===== config.mk =====
export PLATFORM = sky130hd
export DESIGN_NAME = fifo_burst_arbiter
export DESIGN_NICKNAME = d
export VERILOG_FILES = /design/src/rtl/fifo_burst_arbiter_pkg.sv /design/src/rtl/fifo_burst_arbiter_picker.sv /design/src/rtl/fifo_burst_arbiter.sv
export SDC_FILE = /design/constraint.sdc
export NUM_CORES = 1
export LEC_CHECK = 0
export BUFFER_PORTS_ARGS = -buffer_cell sky130_fd_sc_hd__buf_4
export CAP_MARGIN = 20
export CORE_MARGIN = 4
export CORE_UTILIZATION = 56
export CTS_BUF_LIST = sky130_fd_sc_hd__clkbuf_2 sky130_fd_sc_hd__clkbuf_4 sky130_fd_sc_hd__clkbuf_8
export DETAILED_ROUTE_END_ITERATION = 8
export PLACE_DENSITY = 0.91
export SETUP_SLACK_MARGIN = 0.3
export SYNTH_ARGS = -nofsm -noshare
export SYNTH_HDL_FRONTEND = slang
export SYNTH_SLANG_ARGS = --single-unit

===== constraint.sdc =====
create_clock -name clk -period 3.9 [get_ports clk]
set_input_delay 0.195 -clock clk [delete_from_list [all_inputs] [get_ports clk]]
set_output_delay 0.195 -clock clk [all_outputs]
set_load 0.005 [all_outputs]

===== src/rtl/fifo_burst_arbiter_pkg.sv =====
// fifo_arb_pkg: shared types and helpers for the FIFO read-side burst arbiter.
//   arb_state_t : arbiter FSM encoding (IDLE, BURST, DONE)
//   addr_w/cnt_w/idx_w : width helpers for read address, occupancy and owner index
//   rr_pick     : round-robin one-hot selection over up to MAX_REQ requesters
package fifo_arb_pkg;

   typedef enum logic [1:0] {
      IDLE  = 2'd0,
      BURST = 2'd1,
      DONE  = 2'd2
   } arb_state_t;

   localparam int unsigned MAX_REQ = 8;
   localparam int unsigned PTR_W   = 3;

   function automatic int unsigned addr_w(input int unsigned depth);
      return $clog2(depth);
   endfunction

   function automatic int unsigned cnt_w(input int unsigned depth);
      return $clog2(depth) + 1;
   endfunction

   function automatic int unsigned idx_w(input int unsigned n);
      return $clog2(n);
   endfunction

   // First set bit at or after ptr, scanning upward and wrapping at n.
   function automatic logic [MAX_REQ-1:0] rr_pick(input logic [MAX_REQ-1:0] req,
                                                  input logic [PTR_W-1:0]   ptr,
                                                  input int unsigned        n);
      logic [MAX_REQ-1:0] pick;
      logic               found;
      logic [PTR_W-1:0]   sel;
      pick  = '0;
      found = 1'b0;
      for (int unsigned k = 0; k < MAX_REQ; k++) begin
         if (k < n) begin
            sel = PTR_W'((32'(ptr) + k) % n);
            if (!found && req[sel]) begin
               pick[sel] = 1'b1;
               found     = 1'b1;
            end
         end
      end
      return pick;
   endfunction

endpackage


===== src/rtl/fifo_burst_arbiter_picker.sv =====
// fifo_rr_picker: combinational round-robin selector, shareable with the write side.
//   i_req    : request vector
//   i_ptr    : round-robin start position
//   o_onehot : selected requester, one-hot
//   o_idx    : binary index of the selected requester
//   o_any    : a requester was selected
module fifo_rr_picker
   import fifo_arb_pkg::*;
#(
   parameter int unsigned N_REQ = 4
) (
   input  logic [N_REQ-1:0]        i_req,
   input  logic [idx_w(N_REQ)-1:0] i_ptr,
   output logic [N_REQ-1:0]        o_onehot,
   output logic [idx_w(N_REQ)-1:0] o_idx,
   output logic                    o_any
);

   localparam int unsigned IDX_W = idx_w(N_REQ);

   logic [MAX_REQ-1:0] w_req_ext;
   logic [MAX_REQ-1:0] w_pick;

   always_comb begin
      w_req_ext              = '0;
      w_req_ext[N_REQ-1:0]   = i_req;
      w_pick                 = rr_pick(w_req_ext, PTR_W'(i_ptr), N_REQ);
      o_onehot               = w_pick[N_REQ-1:0];
      o_any                  = |w_pick;
      o_idx                  = '0;
      for (int unsigned k = 0; k < N_REQ; k++) begin
         if (w_pick[PTR_W'(k)]) begin
            o_idx = IDX_W'(k);
         end
      end
   end

endmodule


===== src/rtl/fifo_burst_arbiter.sv =====
// fifo_burst_arbiter: shares the FIFO read port between N_REQ consumers using
// fixed-length read bursts granted round-robin. Owns the FIFO read pointer.
//   clk, rst   : clock, synchronous active-high reset (FIFO must reset alongside)
//   req        : per-requester burst request, level-sensitive
//   fifo_count : FIFO occupancy, sampled only while idle
//   grant      : one-hot burst owner, zero when idle
//   grant_idx  : binary owner index, holds last value when idle
//   rd_en      : FIFO read strobe, one word per cycle
//   rd_addr    : FIFO read address, valid with rd_en
//   busy       : high from grant through done
//   done       : one-cycle pulse after the last read of a burst
// Build option FIFO_ARB_PARTIAL_EN: when occupancy is below BURST_LEN but
// non-zero, grant a short burst of fifo_count beats instead of waiting.
module fifo_burst_arbiter
   import fifo_arb_pkg::*;
#(
   parameter int unsigned N_REQ     = 4,
   parameter int unsigned BURST_LEN = 4,
   parameter int unsigned DEPTH     = 16
) (
   input  logic                    clk,
   input  logic                    rst,
   input  logic [N_REQ-1:0]        req,
   input  logic [cnt_w(DEPTH)-1:0] fifo_count,
   output logic [N_REQ-1:0]        grant,
   output logic [idx_w(N_REQ)-1:0] grant_idx,
   output logic                    rd_en,
   output logic [addr_w(DEPTH)-1:0] rd_addr,
   output logic                    busy,
   output logic                    done
);

   localparam int unsigned ADDR_W = addr_w(DEPTH);
   localparam int unsigned CNT_W  = cnt_w(DEPTH);
   localparam int unsigned IDX_W  = idx_w(N_REQ);
   localparam int unsigned BEAT_W = $clog2(BURST_LEN + 1);

   arb_state_t        r_state;
   logic [N_REQ-1:0]  r_grant;
   logic [IDX_W-1:0]  r_grant_idx;
   logic              r_rd_en;
   logic [ADDR_W-1:0] r_rd_ptr;
   logic [IDX_W-1:0]  r_rr_ptr;
   logic [BEAT_W-1:0] r_beat;
   logic [BEAT_W-1:0] r_last_beat;
   logic              r_busy;
   logic              r_done;

   logic              w_full_ok;
   logic [N_REQ-1:0]  w_eligible;
   logic [N_REQ-1:0]  w_pick;
   logic [IDX_W-1:0]  w_pick_idx;
   logic              w_any;

   assign w_full_ok = (fifo_count >= CNT_W'(BURST_LEN));

`ifdef FIFO_ARB_PARTIAL_EN
   // Any non-zero occupancy is enough; a short count becomes a short burst.
   assign w_eligible = (fifo_count != '0) ? req : '0;
`else
   assign w_eligible = w_full_ok ? req : '0;
`endif

   fifo_rr_picker #(
      .N_REQ(N_REQ)
   ) u_picker (
      .i_req   (w_eligible),
      .i_ptr   (r_rr_ptr),
      .o_onehot(w_pick),
      .o_idx   (w_pick_idx),
      .o_any   (w_any)
   );

   always_ff @(posedge clk) begin
      if (rst) begin
         r_state     <= IDLE;
         r_grant     <= '0;
         r_grant_idx <= '0;
         r_rd_en     <= 1'b0;
         r_rd_ptr    <= '0;
         r_rr_ptr    <= '0;
         r_beat      <= '0;
         r_last_beat <= '0;
         r_busy      <= 1'b0;
         r_done      <= 1'b0;
      end else begin
         case (r_state)
            IDLE: begin
               r_done <= 1'b0;
               if (w_any) begin
                  r_state     <= BURST;
                  r_grant     <= w_pick;
                  r_grant_idx <= w_pick_idx;
                  r_busy      <= 1'b1;
                  r_rd_en     <= 1'b1;
                  r_beat      <= '0;
`ifdef FIFO_ARB_PARTIAL_EN
                  r_last_beat <= w_full_ok ? BEAT_W'(BURST_LEN - 1)
                                           : BEAT_W'(fifo_count - CNT_W'(1));
`else
                  r_last_beat <= BEAT_W'(BURST_LEN - 1);
`endif
               end
            end
            BURST: begin
               r_rd_ptr <= r_rd_ptr + ADDR_W'(1);
               r_beat   <= r_beat + BEAT_W'(1);
               if (r_beat == r_last_beat) begin
                  r_state <= DONE;
                  r_rd_en <= 1'b0;
                  r_done  <= 1'b1;
               end
            end
            DONE: begin
               r_state  <= IDLE;
               r_done   <= 1'b0;
               r_busy   <= 1'b0;
               r_grant  <= '0;
               r_rr_ptr <= (r_grant_idx == IDX_W'(N_REQ - 1)) ? '0
                                                              : r_grant_idx + IDX_W'(1);
            end
            default: r_state <= IDLE;
         endcase
      end
   end

   assign grant     = r_grant;
   assign grant_idx = r_grant_idx;
   assign rd_en     = r_rd_en;
   assign rd_addr   = r_rd_ptr;
   assign busy      = r_busy;
   assign done      = r_done;

endmodule

==> impl_metrics.py <==
metrics = {
    "run_status": {
        "outcome": "finished, final reports clean",
    },
    "detailed_routing": {
        "drt_iter0_markers": 15,
        "viasPerCell": 5.82,
        "wl_per_cell_um": 13.3,
        "firstDrtPassIters": 4,
        "vias": 1041,
        "drtAntennaViolNets": 0,
        "postRouteWirelength_um": 2380,
        "post-route-drc-count": 0,
    },
    "global_route": {
        "grt_max_degree": 22,
        "grt_use_total": 0.190,
        "grt_pass1_wl_um": 4040,
        "grt_remaining_overflow": 0,
        "antenna_found_initial": 0,
        "grt_pass1_vias": 947,
    },
    "place": {
        "port_buffers": 21,
        "gp_congestion": 0.895,
        "pre_cts_ws_ns": 0.480,
        "hpwl_um": 1790,
        "placedCellCount": 174,
    },
    "synthesis": {
        "yosys_warnings": 0,
        "ys_seq_area_frac": 0.352,
        "async_flop_share": 0,
        "syn_nets": 152,
        "synth_area_um2": 1190,
        "avgSynthCellArea_um2": 8.97,
        "synth_edf_count": 0,
        "synth_cell_types": 33,
        "synth_cells": 133,
        "synth-main-ff-cell": "dfxtp_1",
        "ys_seq_elements": 21,
    },
    "setup_path": {
        "ff2ff_path_depth": 9,
        "crit_path_cell_trace": "inv_1 -> ha_1 -> mux4_2 -> a41o_1 -> a221o_1 -> o41ai_4 -> buf_4 -> nor2b_1 -> nor3_1",
        "worstPathRequired_ns": 4.10,
        "rrSetupSlack_ns": 0.72,
        "crit_buf_inv": 2,
        "reg2reg_from": "r_rr_ptr[0]",
        "cpPeakStageDelay_ns": 0.58,
        "slowest_stage": "mux4_2",
        "worst-path-stages": 9,
        "startpoint": "r_rr_ptr[0]",
        "cp-start-kind": "flop",
        "endpoint": "grant_idx[0]",
        "critPathKind": "reg2reg",
        "r2r_end": "grant_idx[0]",
        "cp.arrival_ns": 3.38,
        "end_kind": "flop",
        "critPathMaxFanout": 13,
        "cp_top_family": "compound AO/OA/AOI/OAI gates",
    },
    "cts": {
        "clock_path_buffers": 2,
        "clkTransAtPathRegs_ns": 0.11,
        "cts-root-buf": "clkbuf_4",
        "cts_made_buffers": 3,
        "cts_tree": "done",
        "hold_buffers": 0,
        "cts_resized": 0,
        "htree_levels": 1,
        "clock-sinks": 21,
        "clock_latency_ns": 0.31,
    },
    "pwr": {
        "pwr-share-comb": 0.450,
        "p_int_uw": 479,
        "ir_worst_vdd_mv": 0.253,
        "switching_share": 0.376,
        "p_leak_uw": 0.000620,
        "pwr-share-seq": 0.416,
        "power.density_nw_per_um2": 558,
        "netSwitchingPower_uw": 289,
        "power.share.clock": 0.134,
    },
    "floorplan": {
        "dieArea_um2": 2930,
        "coreArea_um2": 2000,
        "ioPinCount": 24,
        "start_util": 0.596,
        "rows": 16,
        "die_x_um": 54.2,
        "die_h_um": 54.2,
    },
    "final_layout": {
        "multi_input_area_um2": 719,
        "seq_area_um2": 420,
        "finalNonFillerCells": 179,
        "area.growth.synth_to_final_pct": 15.4,
        "antenna_cells": 0,
        "drive_gt1_frac": 0.204,
        "n_fill_cell": 173,
        "layout.nets": 172,
    },
    "run": {
        "drv_cap": 0,
    },
    "sta": {
        "setup_viol": 0,
        "fin_crit_ns": 3.18,
        "fin_crit_sh": 0.816,
        "rsz0062_at_grt": "false",
        "drv_slew": 0,
        "worstMarginPinSlew_ns": 0.686,
        "hold_viol_final": 0,
        "setup_ws_ns": 0.717,
        "fmax_mhz": 314,
        "skew_ns": 0.00447,
        "timing.slew.headroom": 0.538,
        "fin_tns_setup_ns": 0,
    },
    "hold_path": {
        "hold_path.class": "in2reg",
        "min_from": "rst",
    },
}
how the worst min path moves through the flow:
stage | endpoint | slack (ns) | depth (start not counted)
finish | grant[2] | 0.20 | 2
global route | grant_idx[1] | 0.21 | 2
CTS | grant[2] | 0.19 | 2
detailed placement | done | 0.45 | 2
global placement | done | 0.44 | 2
floorplan | r_last_beat[0] | 0.43 | 2
routing by layer:
metal | wire [µm] | vias to the layer above | GRT usage
met5 | 0 | - | 0
met4 | 57 | 0 | 0.0996
met3 | 102 | 5 | 0.0249
met2 | 1190 | 21 | 0.335
met1 | 1030 | 487 | 0.219
li1 | - | 528 | -
state kept, by name, summed over array words and instances, names as in the netlist:
| register | flops |
|---|---|
| grant | 4 |
| rd_addr | 4 |
| r_beat | 3 |
| grant_idx | 2 |
| r_rr_ptr | 2 |
| r_state | 2 |
| busy | 1 |
| done | 1 |
| r_last_beat | 1 |
| rd_en | 1 |
cell families (layout without fill, tap and decap cells):
logic type,Yosys count,in the layout,share of synthesized area
and+or+nand+nor,57,57,0.247
AOI/OAI and AO/OA,29,29,0.186
DFF,21,21,0.352
buffers and inverters,10,29,0.0451
adders and majority gates,8,8,0.0839
muxes,5,5,0.0639
xor gates and xnor gates,3,3,0.0220
through the flow:
step	util	area [µm²]	hold WS [ns]	total power, µW
3_5_place_dp	0.671	1340	0.452	661
2_1_floorplan	-	1190	0.435	566
5_1_grt	0.688	1380	0.210	832
4_1_cts	0.684	1370	0.190	763
6_report	0.688	1380	0.198	769
3_3_place_gp	0.671	1340	0.442	643
cell type report:
type,instances,area share
multi-input combinational,102,0.522
sequential,21,0.305
timing repair buffer,22,0.120
tap,27,0.0245
clock buffer,3,0.0163
inverter,3,0.00817
clock inverter,1,0.00363
placed cells by master, fill, tap and decap left out, types with 2 or more instances in the layout:
master    instances
a32o_1            2
ha_1              8
clkbuf_4          3
nand3_1           6
buf_4            22
a41o_1            4
mux4_2            2
o21ai_0           3
nor3_1            6
and3_1            4
nor2_1            8
a21oi_1          13
nand2_1          14
and3b_1           2
or3_1             3
xor2_1            2
nand2b_1          4
nor2b_1           4
inv_1             3
dfxtp_1          21
a221o_1           4
mux2i_1           2
nor3b_1           2
worst reg2reg max path, cell delays in order, from the launching register on:
cell and delay [ns]:
dfxtp_1 0.56, inv_1 0.16, ha_1 0.40, mux4_2 0.58, a41o_1 0.26, a221o_1 0.33
o41ai_4 0.36, buf_4 0.24, nor2b_1 0.14, nor3_1 0.05
repair_timing:
| item | in CTS | in global routing |
|---|---|---|
| endpoints found under the hold margin | 0 | 0 |
| setup buffers | 0 | 1 |
| setup endpoints to repair | 0 | 8 |
Yosys cell counts (all sizes together), types with 3 or more instances:
cell,number,area [µm²]
and3,4,25.0
nor2b,4,25.0
or3,3,18.8
nor2,8,30.0
nand3,6,30.0
inv,3,11.3
clkbuf,4,15.0
dfxtp,21,420
nand2,14,52.6
ha,8,100
o21ai,3,15.0
a221o,4,40.0
a21oi,13,65.1
buf,3,27.5
nand2b,4,25.0
nor3,6,30.0
a41o,4,40.0
power by group through the flow:
stage	registers, µW	logic, µW	clock network (µW)
2_1_floorplan	315	251	0
3_3_place_gp	321	321	0
3_5_place_dp	324	337	0
4_1_cts	319	338	106
5_1_grt	326	394	111
6_report	320	346	103
Power figures use the tool's default switching activity.
